**src/rtl/fnd_scan_ctrl.sv**
```systemverilog
// Time-multiplexed scan controller for common-anode 7-segment digits with a blanking gap and frame-synchronous data commit.
// Define FND_LZB_EN to enable leading-zero blanking (digits above the top nonzero nibble stay dark).
module fnd_scan_ctrl #(
  parameter int NUM_DIGITS = 4,
  parameter int SCAN_DIV   = 50000,
  parameter int BLANK_CYC  = 16
) (
  input  logic                    clk,
  input  logic                    rst,
  input  logic                    enable,
  input  logic                    load,
  input  logic [4*NUM_DIGITS-1:0] data_in,
  output logic                    pending,
  output logic                    frame_tick,
  output logic [3:0]              fnd_num,
  output logic [NUM_DIGITS-1:0]   fnd_com
);

  localparam int CNT_W = (SCAN_DIV > 1) ? $clog2(SCAN_DIV) : 1;
  localparam int IDX_W = (NUM_DIGITS > 1) ? $clog2(NUM_DIGITS) : 1;
  localparam logic [CNT_W-1:0] CNT_LAST = CNT_W'(SCAN_DIV - 1);
  localparam logic [IDX_W-1:0] IDX_LAST = IDX_W'(NUM_DIGITS - 1);
  localparam logic [CNT_W-1:0] BLANK    = CNT_W'(BLANK_CYC);

  logic [CNT_W-1:0]          div_cnt, div_nx;
  logic [IDX_W-1:0]          digit_idx, idx_nx;
  logic [4*NUM_DIGITS-1:0]   shadow, shadow_nx;
  logic [4*NUM_DIGITS-1:0]   disp, disp_nx;
  logic                      pending_nx;
  logic                      wrap_slot, boundary, commit;
  logic [3:0]                fnd_num_nx;
  logic [NUM_DIGITS-1:0]     fnd_com_nx;
  logic                      lit;
`ifdef FND_LZB_EN
  logic [IDX_W-1:0]          top;
`endif

  // Counters, shadow/display data and pending flag; disabled scan commits every cycle.
  always_comb begin
    wrap_slot  = (div_cnt == CNT_LAST);
    boundary   = enable && wrap_slot && (digit_idx == IDX_LAST);
    commit     = boundary || !enable;
    div_nx     = div_cnt;
    idx_nx     = digit_idx;
    shadow_nx  = shadow;
    disp_nx    = disp;
    pending_nx = pending;

    if (!enable) begin
      div_nx = '0;
      idx_nx = '0;
    end else if (wrap_slot) begin
      div_nx = '0;
      idx_nx = (digit_idx == IDX_LAST) ? '0 : digit_idx + 1'b1;
    end else begin
      div_nx = div_cnt + 1'b1;
    end

    if (load)
      shadow_nx = data_in;

    if (commit && load) begin
      disp_nx    = data_in;
      pending_nx = 1'b0;
    end else if (commit && pending) begin
      disp_nx    = shadow;
      pending_nx = 1'b0;
    end else if (load) begin
      pending_nx = 1'b1;
    end
  end

  // Outputs are derived from next-state values so the registered outputs line up with the counters.
  always_comb begin
    fnd_num_nx = '0;
    fnd_com_nx = '1;
    lit        = 1'b1;
`ifdef FND_LZB_EN
    top = '0;
    for (int unsigned i = 0; i < NUM_DIGITS; i++)
      if (disp_nx[4*i +: 4] != 4'h0)
        top = IDX_W'(i);
    lit = (idx_nx <= top);
`endif
    for (int unsigned i = 0; i < NUM_DIGITS; i++) begin
      if (idx_nx == IDX_W'(i)) begin
        fnd_num_nx = disp_nx[4*i +: 4];
        if (enable && lit && (div_nx >= BLANK))
          fnd_com_nx[i] = 1'b0;
      end
    end
  end

  always_ff @(posedge clk or posedge rst) begin
    if (rst) begin
      div_cnt    <= '0;
      digit_idx  <= '0;
      shadow     <= '0;
      disp       <= '0;
      pending    <= 1'b0;
      frame_tick <= 1'b0;
      fnd_num    <= '0;
      fnd_com    <= '1;
    end else begin
      div_cnt    <= div_nx;
      digit_idx  <= idx_nx;
      shadow     <= shadow_nx;
      disp       <= disp_nx;
      pending    <= pending_nx;
      frame_tick <= boundary;
      fnd_num    <= fnd_num_nx;
      fnd_com    <= fnd_com_nx;
    end
  end

endmodule
```
**config.mk**
```make
export PLATFORM = sky130hd
export DESIGN_NAME = fnd_scan_ctrl
export DESIGN_NICKNAME = d
export VERILOG_FILES = /design/src/rtl/fnd_scan_ctrl.sv
export SDC_FILE = /design/constraint.sdc
export NUM_CORES = 1
export LEC_CHECK = 0
export BUFFER_PORTS_ARGS = -buffer_cell sky130_fd_sc_hd__buf_2
export CAP_MARGIN = 20
export CORE_MARGIN = 3
export CORE_UTILIZATION = 55
export CTS_BUF_LIST = sky130_fd_sc_hd__clkbuf_8
export DETAILED_ROUTE_END_ITERATION = 16
export GPL_ROUTABILITY_DRIVEN = 0
export GPL_TIMING_DRIVEN = 0
export PLACE_DENSITY = 0.76
export SYNTH_ARGS = -nofsm -noshare
export SYNTH_HDL_FRONTEND = slang
export SYNTH_SLANG_ARGS = --single-unit
export TNS_END_PERCENT = 10
```
**constraint.sdc**
```tcl
create_clock -name clk -period 2.4 [get_ports clk]
set_input_delay 0.48 -clock clk [delete_from_list [all_inputs] [get_ports clk]]
set_output_delay 0.48 -clock clk [all_outputs]
set_load 0.02 [all_outputs]
```
==> flow_results.xml, run 1 <==
<?xml version="1.0" encoding="UTF-8"?>
<metrics>
  <group name="outcome">
    <metric name="outcome" unit="">finished, final reports clean</metric>
  </group>
  <group name="timing">
    <metric name="setup_slack" unit="ns">0.04702</metric>
    <metric name="final.min_clock_period" unit="ns">2.353</metric>
    <metric name="worst_slew_margin_rel" unit="">0.5677</metric>
    <metric name="worst_pin_slew" unit="ns">0.6484</metric>
    <metric name="slew_violations" unit="">0</metric>
    <metric name="final_min_period_over_clock_period" unit="">0.9804</metric>
    <metric name="timing.final.hold_violations" unit="">0</metric>
    <metric name="skew" unit="ns">0.01103</metric>
    <metric name="max_clock_freq" unit="GHz">0.4250</metric>
    <metric name="setup_viol" unit="">0</metric>
    <metric name="grt_setup_unrepaired" unit="">true</metric>
  </group>
  <group name="pwr">
    <metric name="power.share.combinational" unit="">0.112</metric>
    <metric name="static-leakage-power" unit="nW">1.534</metric>
    <metric name="power_switching_share" unit="">0.2469</metric>
    <metric name="switchingPower" unit="mW">0.5407</metric>
    <metric name="worst_ir_drop_on_vdd" unit="mV">0.4584</metric>
    <metric name="power_density" unit="mW/mm²">633.1</metric>
    <metric name="fin_total_pwr" unit="mW">2.190</metric>
    <metric name="cell_internal_pwr" unit="mW">1.649</metric>
    <metric name="share_seq_of_total_power" unit="">0.512</metric>
    <metric name="clkPwrFrac" unit="">0.376</metric>
  </group>
  <group name="clocking">
    <metric name="htreeDepth" unit="">3</metric>
    <metric name="clkSinkCount" unit="">60</metric>
    <metric name="clock_tree_from_tritoncts" unit="">done</metric>
    <metric name="clk_pin_slew_worst_paths" unit="ns">0.07</metric>
    <metric name="clock_tree.root_cell" unit="">clkbuf_8</metric>
    <metric name="number_of_cts_inserted_buffers" unit="">9</metric>
    <metric name="cts.path.max_buffers" unit="">2</metric>
    <metric name="clock_latency" unit="ns">0.33</metric>
  </group>
  <group name="grt">
    <metric name="gr-total-overflow" unit="">0</metric>
    <metric name="antenna_found_initial" unit="">0</metric>
    <metric name="first_global_vias" unit="">2245</metric>
    <metric name="groute.usage.overall" unit="">0.2280</metric>
    <metric name="pin_count_of_the_biggest_net_entering_global_routing" unit="">41</metric>
    <metric name="grt_first_pass_wirelength" unit="mm">10.80</metric>
  </group>
  <group name="drt">
    <metric name="wl_met3" unit="µm">397</metric>
    <metric name="route.vias.total" unit="">2265</metric>
    <metric name="antenna_violating_nets_post_route" unit="">0</metric>
    <metric name="detail_route.wirelength.met1" unit="mm">2.795</metric>
    <metric name="drt-total-wl" unit="mm">6.394</metric>
    <metric name="drcViolationCount" unit="">0</metric>
    <metric name="detailroute.wirelength.met2" unit="mm">3.130</metric>
    <metric name="route.detailed.wl_per_inst" unit="µm">15.67</metric>
    <metric name="detailedRoute.firstIterationViolations" unit="">97</metric>
    <metric name="viasPerCell" unit="">5.551</metric>
    <metric name="dr.max_layer_used" unit="">met4</metric>
    <metric name="drtPass1Iterations" unit="">4</metric>
  </group>
  <group name="floorplan">
    <metric name="num_rows" unit="">25</metric>
    <metric name="fp.dieH" unit="µm">78.71</metric>
    <metric name="initial_core_util" unit="">0.5921</metric>
    <metric name="die-area" unit="mm²">0.006195</metric>
    <metric name="ios" unit="">30</metric>
    <metric name="die_w" unit="µm">78.71</metric>
    <metric name="floorplan.core_area" unit="mm²">0.004911</metric>
  </group>
  <group name="critical_path">
    <metric name="timing.critical_path.cells" unit="">buf_6 &gt; nor4b_4 &gt; nand4b_4 &gt; or3_4 &gt; a21boi_4 &gt; buf_12 &gt; mux4_2</metric>
    <metric name="crit_path_start_kind" unit="">flop</metric>
    <metric name="required" unit="ns">2.60</metric>
    <metric name="critical_path.max_fanout" unit="">6</metric>
    <metric name="critical_path_class" unit="">flop to flop</metric>
    <metric name="worst-endpoint-arrival" unit="ns">2.56</metric>
    <metric name="critical_path.endpoint_type" unit="">flop</metric>
    <metric name="critical-path-max-stage-delay" unit="ns">0.51</metric>
    <metric name="timing.critical_path.slowest_stage_cell" unit="">mux4_2</metric>
  </group>
  <group name="yosys">
    <metric name="synth_sequential_area_ratio" unit="">0.5181</metric>
    <metric name="post-synth-top-area-fraction" unit="">0.4819</metric>
    <metric name="netlist_instances" unit="">286</metric>
    <metric name="synthesis.area" unit="mm²">0.002908</metric>
    <metric name="yosys_register_bits" unit="">60</metric>
    <metric name="post_synth_main_area_contributors" unit="">dfrtp_1 48%, o21ai_0 5.2%, o211ai_1 4.4%</metric>
    <metric name="edff_count_synth" unit="">0</metric>
    <metric name="netlist.top_cell.by_area" unit="">dfrtp_1</metric>
    <metric name="yosys_most_used_dff" unit="">dfrtp_1</metric>
    <metric name="share_of_flip_flops_with_an_asynchronous_set_or_reset" unit="">1.000</metric>
    <metric name="ys_warn_count" unit="">0</metric>
    <metric name="number_of_nets_produced_by_synthesis" unit="">309</metric>
    <metric name="syn-mean-instance-area" unit="µm²">10.17</metric>
    <metric name="post_synth_cell_types" unit="">44</metric>
  </group>
  <group name="finish">
    <metric name="antenna-diode-count" unit="">0</metric>
    <metric name="fill_cells" unit="">382</metric>
    <metric name="postLayoutCoreUtil" unit="">0.7042</metric>
    <metric name="share_of_cells_above_drive_strength_1" unit="">0.2434</metric>
    <metric name="synthToLayoutAreaGrowth" unit="%">18.93</metric>
    <metric name="multiInputGateArea" unit="mm²">0.001265</metric>
    <metric name="register_area" unit="mm²">0.001510</metric>
    <metric name="layout.nets" unit="">359</metric>
  </group>
  <group name="run">
    <metric name="drv.max_cap_violation_count" unit="">0</metric>
  </group>
  <group name="placed_design">
    <metric name="placement.setup.worst_slack" unit="ns">-0.1602</metric>
    <metric name="dp.final_hpwl" unit="mm">4.155</metric>
    <metric name="io_buffer_count" unit="">28</metric>
  </group>
  <group name="min_path">
    <metric name="worst_hold_path_type" unit="">input pin to async pin</metric>
  </group>
</metrics>
[placed cells by master, fill, tap and decap left out, drive strengths merged, types with 4 or more instances in the layout]
master / n
nor2: 20
mux4: 4
nand3: 21
o21ai: 37
dfrtp: 56
nor2b: 7
inv: 24
clkbuf: 18
nand2: 28
buf: 47
dfstp: 4
o211ai: 17
nand4: 6
xor2: 9
xnor2: 4
[per-layer routing]
layer	up-vias	GRT usage
met1	1080	0.2875
met5	-	0
li1	1105	-
met3	6	0.06009
met4	0	0.08566
met2	74	0.3778
[power groups by stage]
stage | combinational (mW) | clock [mW] | sequential (mW)
after CTS | 0.225 | 0.852 | 1.12
final | 0.245 | 0.824 | 1.12
after global routing | 0.275 | 0.909 | 1.13
after detailed placement | 0.225 | 0 | 1.13
after floorplan | 0.137 | 0 | 1.14
after global placement | 0.216 | 0 | 1.13
[kinds of logic (layout without fill, tap and decap cells)]
family | Yosys count | after routing | synth area share
xor+xnor | 13 | 13 | 0.03916
mux | 6 | 6 | 0.03787
simple gates | 99 | 99 | 0.1842
compound gates | 68 | 68 | 0.1506
flops | 60 | 60 | 0.5181
fa+ha+maj | 3 | 3 | 0.01291
buf+inv | 37 | 92 | 0.05723
[stage by stage]
| stage | area (µm²) | hold slack (ns) | setup TNS, ns | std cells |
|---|---|---|---|---|
| finish | 3458 | 0.1547 | 0 | 408 |
| global route | 3458 | 0.1669 | -0.07356 | 408 |
| CTS | 3373 | 0.1533 | 0 | 402 |
| detailed placement | 3152 | 0.5026 | -0.5683 | 382 |
| global placement | 3132 | 0.5003 | -16.74 | 381 |
| floorplan | 2908 | 0.4730 | 0 | 286 |
[state kept, by name, summed over array words and instances, names as in the netlist]
name	flops
disp	16
fnd_num	4
div_cnt	16
digit_idx	2
frame_tick	1
pending	1
shadow	16
fnd_com	4
[cells in the mapped netlist (all sizes together), types with 3 or more instances]
cell / n
dfrtp: 56
o21ai: 37
nand2: 28
nand3: 21
inv: 20
nor2: 20
o211ai: 17
clkbuf: 9
xor2: 9
buf: 8
nor2b: 7
nand4: 6
dfstp: 4
mux4: 4
xnor2: 4
a21oi: 3
ha: 3
nor3: 3
nor4: 3
[worst max-delay path: cells and delay by family, from the launching register on]
family                 cells  cell delay (ns)
muxes                      1             0.51
and+or+nand+nor            3             0.91
AOI/OAI and AO/OA          1             0.16
DFF                        1             0.37
buffers and inverters      2             0.27
[repair_timing]
| item | 4_1_cts | 5_1_grt |
|---|---|---|
| setup buffers | 4 | 7 |
| resized for setup | 0 | 21 |
| endpoints found under the hold margin | 0 | 0 |
| hold buffers | 0 | 0 |
| setup endpoints to repair | 4 | 8 |
| pin swaps | 2 | 12 |
[path summary, 6_finish.rpt]
check	start	end	slack, ns	depth (start not counted)
max in group asynchronous	rst	fnd_com[3]$_DFF_PP1_	1.62	3
min in group clk	data_in[10]	shadow[10]$_DFFE_PP0P_	0.38	3
setup reg to reg	div_cnt[7]$_DFF_PP0_	fnd_num[1]$_DFF_PP0_	0.05	7
setup / recovery	div_cnt[7]$_DFF_PP0_	fnd_num[1]$_DFF_PP0_	0.05	7
hold reg to reg	div_cnt[0]$_DFF_PP0_	div_cnt[0]$_DFF_PP0_	0.47	1
hold / removal	rst	shadow[15]$_DFFE_PP0P_	0.15	2
[area by class of cell]
class | count | area share
plain buffers | 16 | 0.02605
well taps | 67 | 0.02424
inverters | 20 | 0.02171
repair buffers | 40 | 0.07381
clock buffers | 9 | 0.03582
clock inverters | 7 | 0.01592
multi-input cells | 189 | 0.3658
flip-flops and latches | 60 | 0.4367
Power figures use the tool's default switching activity.
==> inputs of run 2 (changes only) <==
BUFFER_PORTS_ARGS = default   (was -buffer_cell sky130_fd_sc_hd__buf_2)
CORE_UTILIZATION = 59   (was 55)
DONT_BUFFER_PORTS = 1   (was default)
==> run 2 against run 1 <==
Final area fell by 6.0%. Combinational power fell by 24%. Worst setup slack got worse by 0.015 ns.
==> flow_results.xml, run 2 (synthesis gave the netlist of run 1 again) <==
<?xml version="1.0" encoding="UTF-8"?>
<metrics>
  <group name="grt">
    <metric name="gr-total-overflow" unit="">0</metric>
    <metric name="pin_count_of_the_biggest_net_entering_global_routing" unit="">44</metric>
    <metric name="met1_track_demand_over_resource_in_global_routing" unit="">0.2850</metric>
    <metric name="grt_busiest_layer" unit="">met2</metric>
    <metric name="grt_first_pass_wirelength" unit="mm">10.25</metric>
    <metric name="grt_met3_use" unit="">0.06619</metric>
    <metric name="groute.usage.overall" unit="">0.2214</metric>
    <metric name="grt_util_met2" unit="">0.3647</metric>
    <metric name="first_global_vias" unit="">2165</metric>
    <metric name="antenna_found_initial" unit="">0</metric>
  </group>
  <group name="critical_path">
    <metric name="cp.buffers_inverters" unit="">1</metric>
    <metric name="path_delay_family" unit="">compound AO/OA/AOI/OAI gates</metric>
    <metric name="critical_path.endpoint_type" unit="">flop</metric>
    <metric name="timing.critical_path.cells" unit="">nor4_4 &gt; nand4b_4 &gt; o21a_4 &gt; buf_6 &gt; o21ai_0 &gt; o211ai_1 &gt; mux4_2</metric>
    <metric name="critical-path-max-stage-delay" unit="ns">0.47</metric>
    <metric name="cp_num_cells" unit="">7</metric>
    <metric name="critical_path_class" unit="">flop to flop</metric>
    <metric name="r2r.worst_path.cells" unit="">7</metric>
    <metric name="critical_path.max_fanout" unit="">10</metric>
    <metric name="crit_path_start_kind" unit="">flop</metric>
    <metric name="worst-endpoint-arrival" unit="ns">2.57</metric>
    <metric name="timing.critical_path.slowest_stage_cell" unit="">mux4_2</metric>
    <metric name="required" unit="ns">2.60</metric>
  </group>
  <group name="finish">
    <metric name="layout.nets" unit="">327</metric>
    <metric name="stdcell_count" unit="">374</metric>
    <metric name="share_of_cells_above_drive_strength_1" unit="">0.1586</metric>
    <metric name="antenna-diode-count" unit="">0</metric>
    <metric name="final_cell_mix" unit="">53 x dfrtp_1, 29 x o21ai_0, 28 x nand2_1</metric>
    <metric name="multiInputGateArea" unit="mm²">0.001251</metric>
    <metric name="synthToLayoutAreaGrowth" unit="%">11.79</metric>
    <metric name="reg.largest.list" unit="">disp: 16 flops, div_cnt: 16 flops, shadow: 16 flops</metric>
    <metric name="fill_cells" unit="">347</metric>
    <metric name="mostFrequentLayoutCell" unit="">dfrtp_1</metric>
    <metric name="register_area" unit="mm²">0.001510</metric>
  </group>
  <group name="floorplan">
    <metric name="num_rows" unit="">24</metric>
    <metric name="floorplan.core_area" unit="mm²">0.004564</metric>
    <metric name="initial_core_util" unit="">0.6371</metric>
    <metric name="ios" unit="">30</metric>
    <metric name="die-area" unit="mm²">0.005806</metric>
    <metric name="fp.dieH" unit="µm">76.20</metric>
    <metric name="die_w" unit="µm">76.20</metric>
  </group>
  <group name="placed_design">
    <metric name="dp.final_hpwl" unit="mm">4.089</metric>
    <metric name="placed_cells_incl_taps" unit="">352</metric>
    <metric name="io_buffer_count" unit="">0</metric>
  </group>
  <group name="outcome">
    <metric name="outcome" unit="">finished, final reports clean</metric>
  </group>
  <group name="timing">
    <metric name="worst_pin_slew" unit="ns">0.5037</metric>
    <metric name="worst_slew_margin_rel" unit="">0.6630</metric>
    <metric name="slew_violations" unit="">0</metric>
    <metric name="final_min_period_over_clock_period" unit="">0.9868</metric>
    <metric name="final.min_clock_period" unit="ns">2.368</metric>
    <metric name="setup_viol" unit="">0</metric>
    <metric name="max_clock_freq" unit="GHz">0.4222</metric>
    <metric name="grt_setup_unrepaired" unit="">true</metric>
    <metric name="totalNegativeSetupSlack" unit="ns">0</metric>
    <metric name="fin_worst_hold_slack" unit="ns">0.02260</metric>
    <metric name="skew" unit="ns">0.006901</metric>
    <metric name="timing.final.hold_violations" unit="">0</metric>
  </group>
  <group name="pwr">
    <metric name="worst_ir_drop_on_vdd" unit="mV">0.5152</metric>
    <metric name="power_density" unit="mW/mm²">639.5</metric>
    <metric name="static-leakage-power" unit="nW">1.394</metric>
    <metric name="fin_total_pwr" unit="mW">2.079</metric>
  </group>
  <group name="clocking">
    <metric name="clock_tree.root_cell" unit="">clkbuf_8</metric>
    <metric name="number_of_cts_inserted_buffers" unit="">9</metric>
    <metric name="clkSinkCount" unit="">60</metric>
    <metric name="htreeDepth" unit="">3</metric>
    <metric name="clock_tree_from_tritoncts" unit="">done</metric>
    <metric name="clk_pin_slew_worst_paths" unit="ns">0.07</metric>
    <metric name="postCtsHoldBufs" unit="">0</metric>
    <metric name="clock_latency" unit="ns">0.33</metric>
    <metric name="cts.path.max_buffers" unit="">2</metric>
  </group>
  <group name="min_path">
    <metric name="worst_hold_path_type" unit="">input pin to async pin</metric>
  </group>
  <group name="run">
    <metric name="drv.max_cap_violation_count" unit="">0</metric>
  </group>
  <group name="drt">
    <metric name="detailedRoute.firstIterationViolations" unit="">142</metric>
    <metric name="drt-total-wl" unit="mm">6.082</metric>
    <metric name="antenna_violating_nets_post_route" unit="">0</metric>
    <metric name="route.detailed.wl_per_inst" unit="µm">16.26</metric>
    <metric name="route.vias.total" unit="">2142</metric>
    <metric name="drcViolationCount" unit="">0</metric>
    <metric name="viasPerCell" unit="">5.727</metric>
    <metric name="drtPass1Iterations" unit="">4</metric>
  </group>
</metrics>
[run 2: repair_timing]
item / in CTS / in global routing
pin swaps: 2 / 3
setup buffers: 3 / 3
gates cloned: 0 / 0
gates resized for setup: 0 / 8
setup endpoints to repair: 4 / 8
[run 2: path summary, 6_finish.rpt]
check | slack (ns) | end | from
setup / recovery | 0.03 | fnd_num[3]$_DFF_PP0_ | div_cnt[4]$_DFF_PP0_
hold / removal | 0.02 | div_cnt[1]$_DFF_PP0_ | rst
setup reg to reg | 0.03 | fnd_num[3]$_DFF_PP0_ | div_cnt[4]$_DFF_PP0_
hold reg to reg | 0.51 | div_cnt[0]$_DFF_PP0_ | div_cnt[0]$_DFF_PP0_
max in group asynchronous | 1.81 | div_cnt[5]$_DFF_PP0_ | rst
min in group clk | 0.30 | shadow[4]$_DFFE_PP0P_ | load
[run 2: layer usage]
layer	part of all wire	up-vias	wire length, µm
met1	0.44	1042	2700
li1	-	1035	-
met2	0.50	61	3062
met4	0.0053	0	32
met3	0.047	4	286
met5	0	-	0
[run 2: area by class of cell]
class                           instances  share of cell area
Sequential cell                        60              0.4646
Tap cell                               65             0.02502
Timing Repair Buffer                    7             0.02386
Clock inverter                          6            0.008083
Clock buffer                           10             0.04234
Multi-Input combinational cell        189              0.3849
Inverter                               20             0.02309
Buffer                                 17             0.02810
[run 2: where the power goes]
group	leakage, nW	internal, mW	total (mW)	switching (mW)
clock network	0.0996	0.386	0.757	0.371
registers	0.755	1.09	1.13	0.0456
logic	0.540	0.0719	0.187	0.115
total	1.39	1.55	2.08	0.532
[run 2: per-stage QoR]
| step | setup slack, ns | util | area [µm²] |
|---|---|---|---|
| finish | 0.03159 | 0.7122 | 3251 |
| global route | -0.02967 | 0.7122 | 3251 |
| CTS | 0.009557 | 0.7029 | 3208 |
| detailed placement | -0.1570 | 0.6593 | 3009 |
| global placement | -0.1707 | 0.6549 | 2989 |
| floorplan | 0.08089 | - | 2908 |
==> inputs of run 3 (changes only) <==
REMOVE_ABC_BUFFERS = 1   (was default)
==> run 3 against run 2 <==
Core utilization down 0.16 points. Largest cell class unchanged. Register-to-register slack about the same. Sequential power about the same. Die area unchanged. Highest routed layer unchanged. Cell count down 2.4%. Global-route usage down 1.6 points.
==> flow_results.xml, run 3 (synthesis gave the netlist of run 1 again) <==
<?xml version="1.0" encoding="UTF-8"?>
<metrics>
  <group name="critical_path">
    <metric name="regToRegStartpoint" unit="">div_cnt[7]$_DFF_PP0_</metric>
    <metric name="critical-path-max-stage-delay" unit="ns">0.49</metric>
    <metric name="cp_num_cells" unit="">6</metric>
    <metric name="worst-endpoint-arrival" unit="ns">2.57</metric>
    <metric name="timing.critical_path.slowest_stage_cell" unit="">mux4_2</metric>
    <metric name="worst_r2r_endpoint" unit="">fnd_num[1]$_DFF_PP0_</metric>
    <metric name="timing.critical_path.cells" unit="">nor4b_4 &gt; nand4b_4 &gt; or3_4 &gt; a21boi_4 &gt; buf_4 &gt; mux4_2</metric>
    <metric name="r2r.worst_path.cells" unit="">6</metric>
    <metric name="critical_path.max_fanout" unit="">8</metric>
    <metric name="reg2reg_setup_slack" unit="ns">0.03</metric>
    <metric name="required" unit="ns">2.60</metric>
    <metric name="crit_path_start_kind" unit="">flop</metric>
    <metric name="cp.buffers_inverters" unit="">1</metric>
    <metric name="critical_path_class" unit="">flop to flop</metric>
    <metric name="critical_path.endpoint_type" unit="">flop</metric>
    <metric name="path_delay_family" unit="">simple AND/OR/NAND/NOR gates</metric>
  </group>
  <group name="drt">
    <metric name="route.vias.total" unit="">2140</metric>
    <metric name="drt-total-wl" unit="mm">5.884</metric>
    <metric name="drcViolationCount" unit="">0</metric>
    <metric name="drtPass1Iterations" unit="">6</metric>
    <metric name="detailedRoute.firstIterationViolations" unit="">168</metric>
    <metric name="viasPerCell" unit="">5.863</metric>
    <metric name="antenna_violating_nets_post_route" unit="">0</metric>
    <metric name="route.detailed.wl_per_inst" unit="µm">16.12</metric>
  </group>
  <group name="timing">
    <metric name="setup_slack" unit="ns">0.03272</metric>
    <metric name="timing.final.hold_violations" unit="">0</metric>
    <metric name="final.min_clock_period" unit="ns">2.367</metric>
    <metric name="slew_violations" unit="">0</metric>
    <metric name="skew" unit="ns">0.006485</metric>
    <metric name="grt_setup_unrepaired" unit="">true</metric>
    <metric name="worst_slew_margin_rel" unit="">0.2688</metric>
    <metric name="setup_viol" unit="">0</metric>
    <metric name="final_min_period_over_clock_period" unit="">0.9864</metric>
    <metric name="max_clock_freq" unit="GHz">0.4224</metric>
    <metric name="worst_pin_slew" unit="ns">1.093</metric>
  </group>
  <group name="floorplan">
    <metric name="fp.dieH" unit="µm">76.20</metric>
    <metric name="num_rows" unit="">24</metric>
    <metric name="initial_core_util" unit="">0.6371</metric>
    <metric name="die-area" unit="mm²">0.005806</metric>
    <metric name="floorplan.core_area" unit="mm²">0.004564</metric>
    <metric name="ios" unit="">30</metric>
    <metric name="die_w" unit="µm">76.20</metric>
  </group>
  <group name="grt">
    <metric name="pin_count_of_the_biggest_net_entering_global_routing" unit="">41</metric>
    <metric name="gr-total-overflow" unit="">0</metric>
    <metric name="antenna_found_initial" unit="">0</metric>
    <metric name="first_global_vias" unit="">1974</metric>
    <metric name="groute.usage.overall" unit="">0.2055</metric>
    <metric name="grt_first_pass_wirelength" unit="mm">9.666</metric>
  </group>
  <group name="finish">
    <metric name="antenna-diode-count" unit="">0</metric>
    <metric name="mostFrequentLayoutCell" unit="">dfrtp_1</metric>
    <metric name="reg.largest.list" unit="">disp: 16 flops, div_cnt: 16 flops, shadow: 16 flops</metric>
    <metric name="stdcell_count" unit="">365</metric>
    <metric name="fill_cells" unit="">337</metric>
    <metric name="postLayoutCoreUtil" unit="">0.7105</metric>
    <metric name="layout.nets" unit="">318</metric>
    <metric name="share_of_cells_above_drive_strength_1" unit="">0.1867</metric>
    <metric name="final_cell_mix" unit="">51 x dfrtp_1, 28 x nand2_1, 28 x o21ai_0</metric>
    <metric name="layout.cell_area.non_filler" unit="mm²">0.003243</metric>
    <metric name="synthToLayoutAreaGrowth" unit="%">11.53</metric>
  </group>
  <group name="clocking">
    <metric name="clock_tree.root_cell" unit="">clkbuf_8</metric>
    <metric name="cts.path.max_buffers" unit="">2</metric>
    <metric name="clkSinkCount" unit="">60</metric>
    <metric name="clock_latency" unit="ns">0.33</metric>
    <metric name="clock_tree_from_tritoncts" unit="">done</metric>
    <metric name="clk_pin_slew_worst_paths" unit="ns">0.07</metric>
    <metric name="htreeDepth" unit="">3</metric>
    <metric name="number_of_cts_inserted_buffers" unit="">9</metric>
  </group>
  <group name="placed_design">
    <metric name="io_buffer_count" unit="">0</metric>
    <metric name="placed_cells_incl_taps" unit="">336</metric>
    <metric name="dp.final_hpwl" unit="mm">3.663</metric>
    <metric name="placement.setup.worst_slack" unit="ns">-0.1096</metric>
    <metric name="postPlaceCellArea" unit="mm²">0.002929</metric>
  </group>
  <group name="pwr">
    <metric name="static-leakage-power" unit="nW">1.375</metric>
    <metric name="power_density" unit="mW/mm²">662.1</metric>
    <metric name="fin_total_pwr" unit="mW">2.147</metric>
    <metric name="worst_ir_drop_on_vdd" unit="mV">0.5619</metric>
  </group>
  <group name="min_path">
    <metric name="worst_hold_path_type" unit="">input pin to async pin</metric>
  </group>
  <group name="run">
    <metric name="drv.max_cap_violation_count" unit="">0</metric>
  </group>
  <group name="outcome">
    <metric name="outcome" unit="">finished, final reports clean</metric>
  </group>
</metrics>
-- run 3: cell count changes in the layout (fill, tap and decap cells not counted), moves of 2 or more --
cell,before,now
clkbuf_1,9,0
clkbuf_8,10,12
buf_4,5,12
buf_6,3,1
buf_2,4,0
dfrtp_2,3,5
inv_1,22,19
dfrtp_1,53,51
-- run 3: layout make-up --
| type | count | area (µm²) | area share |
|---|---|---|---|
| inverter | 20 | 75.07 | 0.02315 |
| clock inverter | 4 | 22.52 | 0.006944 |
| clock buffer | 12 | 165.2 | 0.05093 |
| timing repair buffer | 14 | 121.4 | 0.03742 |
| sequential | 60 | 1513 | 0.4664 |
| multi-input combinational | 190 | 1265 | 0.3900 |
| tap | 65 | 81.33 | 0.02508 |
-- run 3: timing repair --
action / in CTS / in global routing
cloned: 0 / 1
pin swaps: 1 / 5
setup buffers: 3 / 9
hold buffers: 0 / 0
endpoints found under the setup margin: 4 / 8
gates resized for setup: 1 / 12
-- run 3: per-layer routing --
metal | part of all wire | routed length (µm) | GRT usage
met1 | 0.48 | 2841 | 0.3078
met2 | 0.45 | 2635 | 0.2935
met3 | 0.054 | 319 | 0.04137
met4 | 0.015 | 88 | 0.07971
met5 | 0 | 0 | 0
-- run 3: power by group --
group	leakage [nW]	total (mW)	switching, mW	internal, mW
logic	0.525	0.165	0.101	0.0639
clock network	0.0982	0.848	0.394	0.454
registers	0.752	1.13	0.0465	1.09
total	1.37	2.15	0.541	1.61
-- run 3: how the worst max path moves through the flow --
stage / startpoint / end
4_1_cts: div_cnt[4]$_DFF_PP0_ / fnd_num[2]$_DFF_PP0_
2_1_floorplan: div_cnt[7]$_DFF_PP0_ / fnd_num[3]$_DFF_PP0_
5_1_grt: div_cnt[13]$_DFF_PP0_ / fnd_num[1]$_DFF_PP0_
3_5_place_dp: div_cnt[7]$_DFF_PP0_ / fnd_num[2]$_DFF_PP0_
6_report: div_cnt[7]$_DFF_PP0_ / fnd_num[1]$_DFF_PP0_
3_3_place_gp: rst / shadow[4]$_DFFE_PP0P_
-- run 3: through the flow --
step | TNS (ns) | hold WS, ns
after detailed placement | -0.4312 | 0.4054
after global routing | -0.1322 | 0.07399
after global placement | -8.358 | 0.5016
after floorplan | 0 | 0.4730
final | 0 | 0.04124
after CTS | -0.003638 | 0.05957
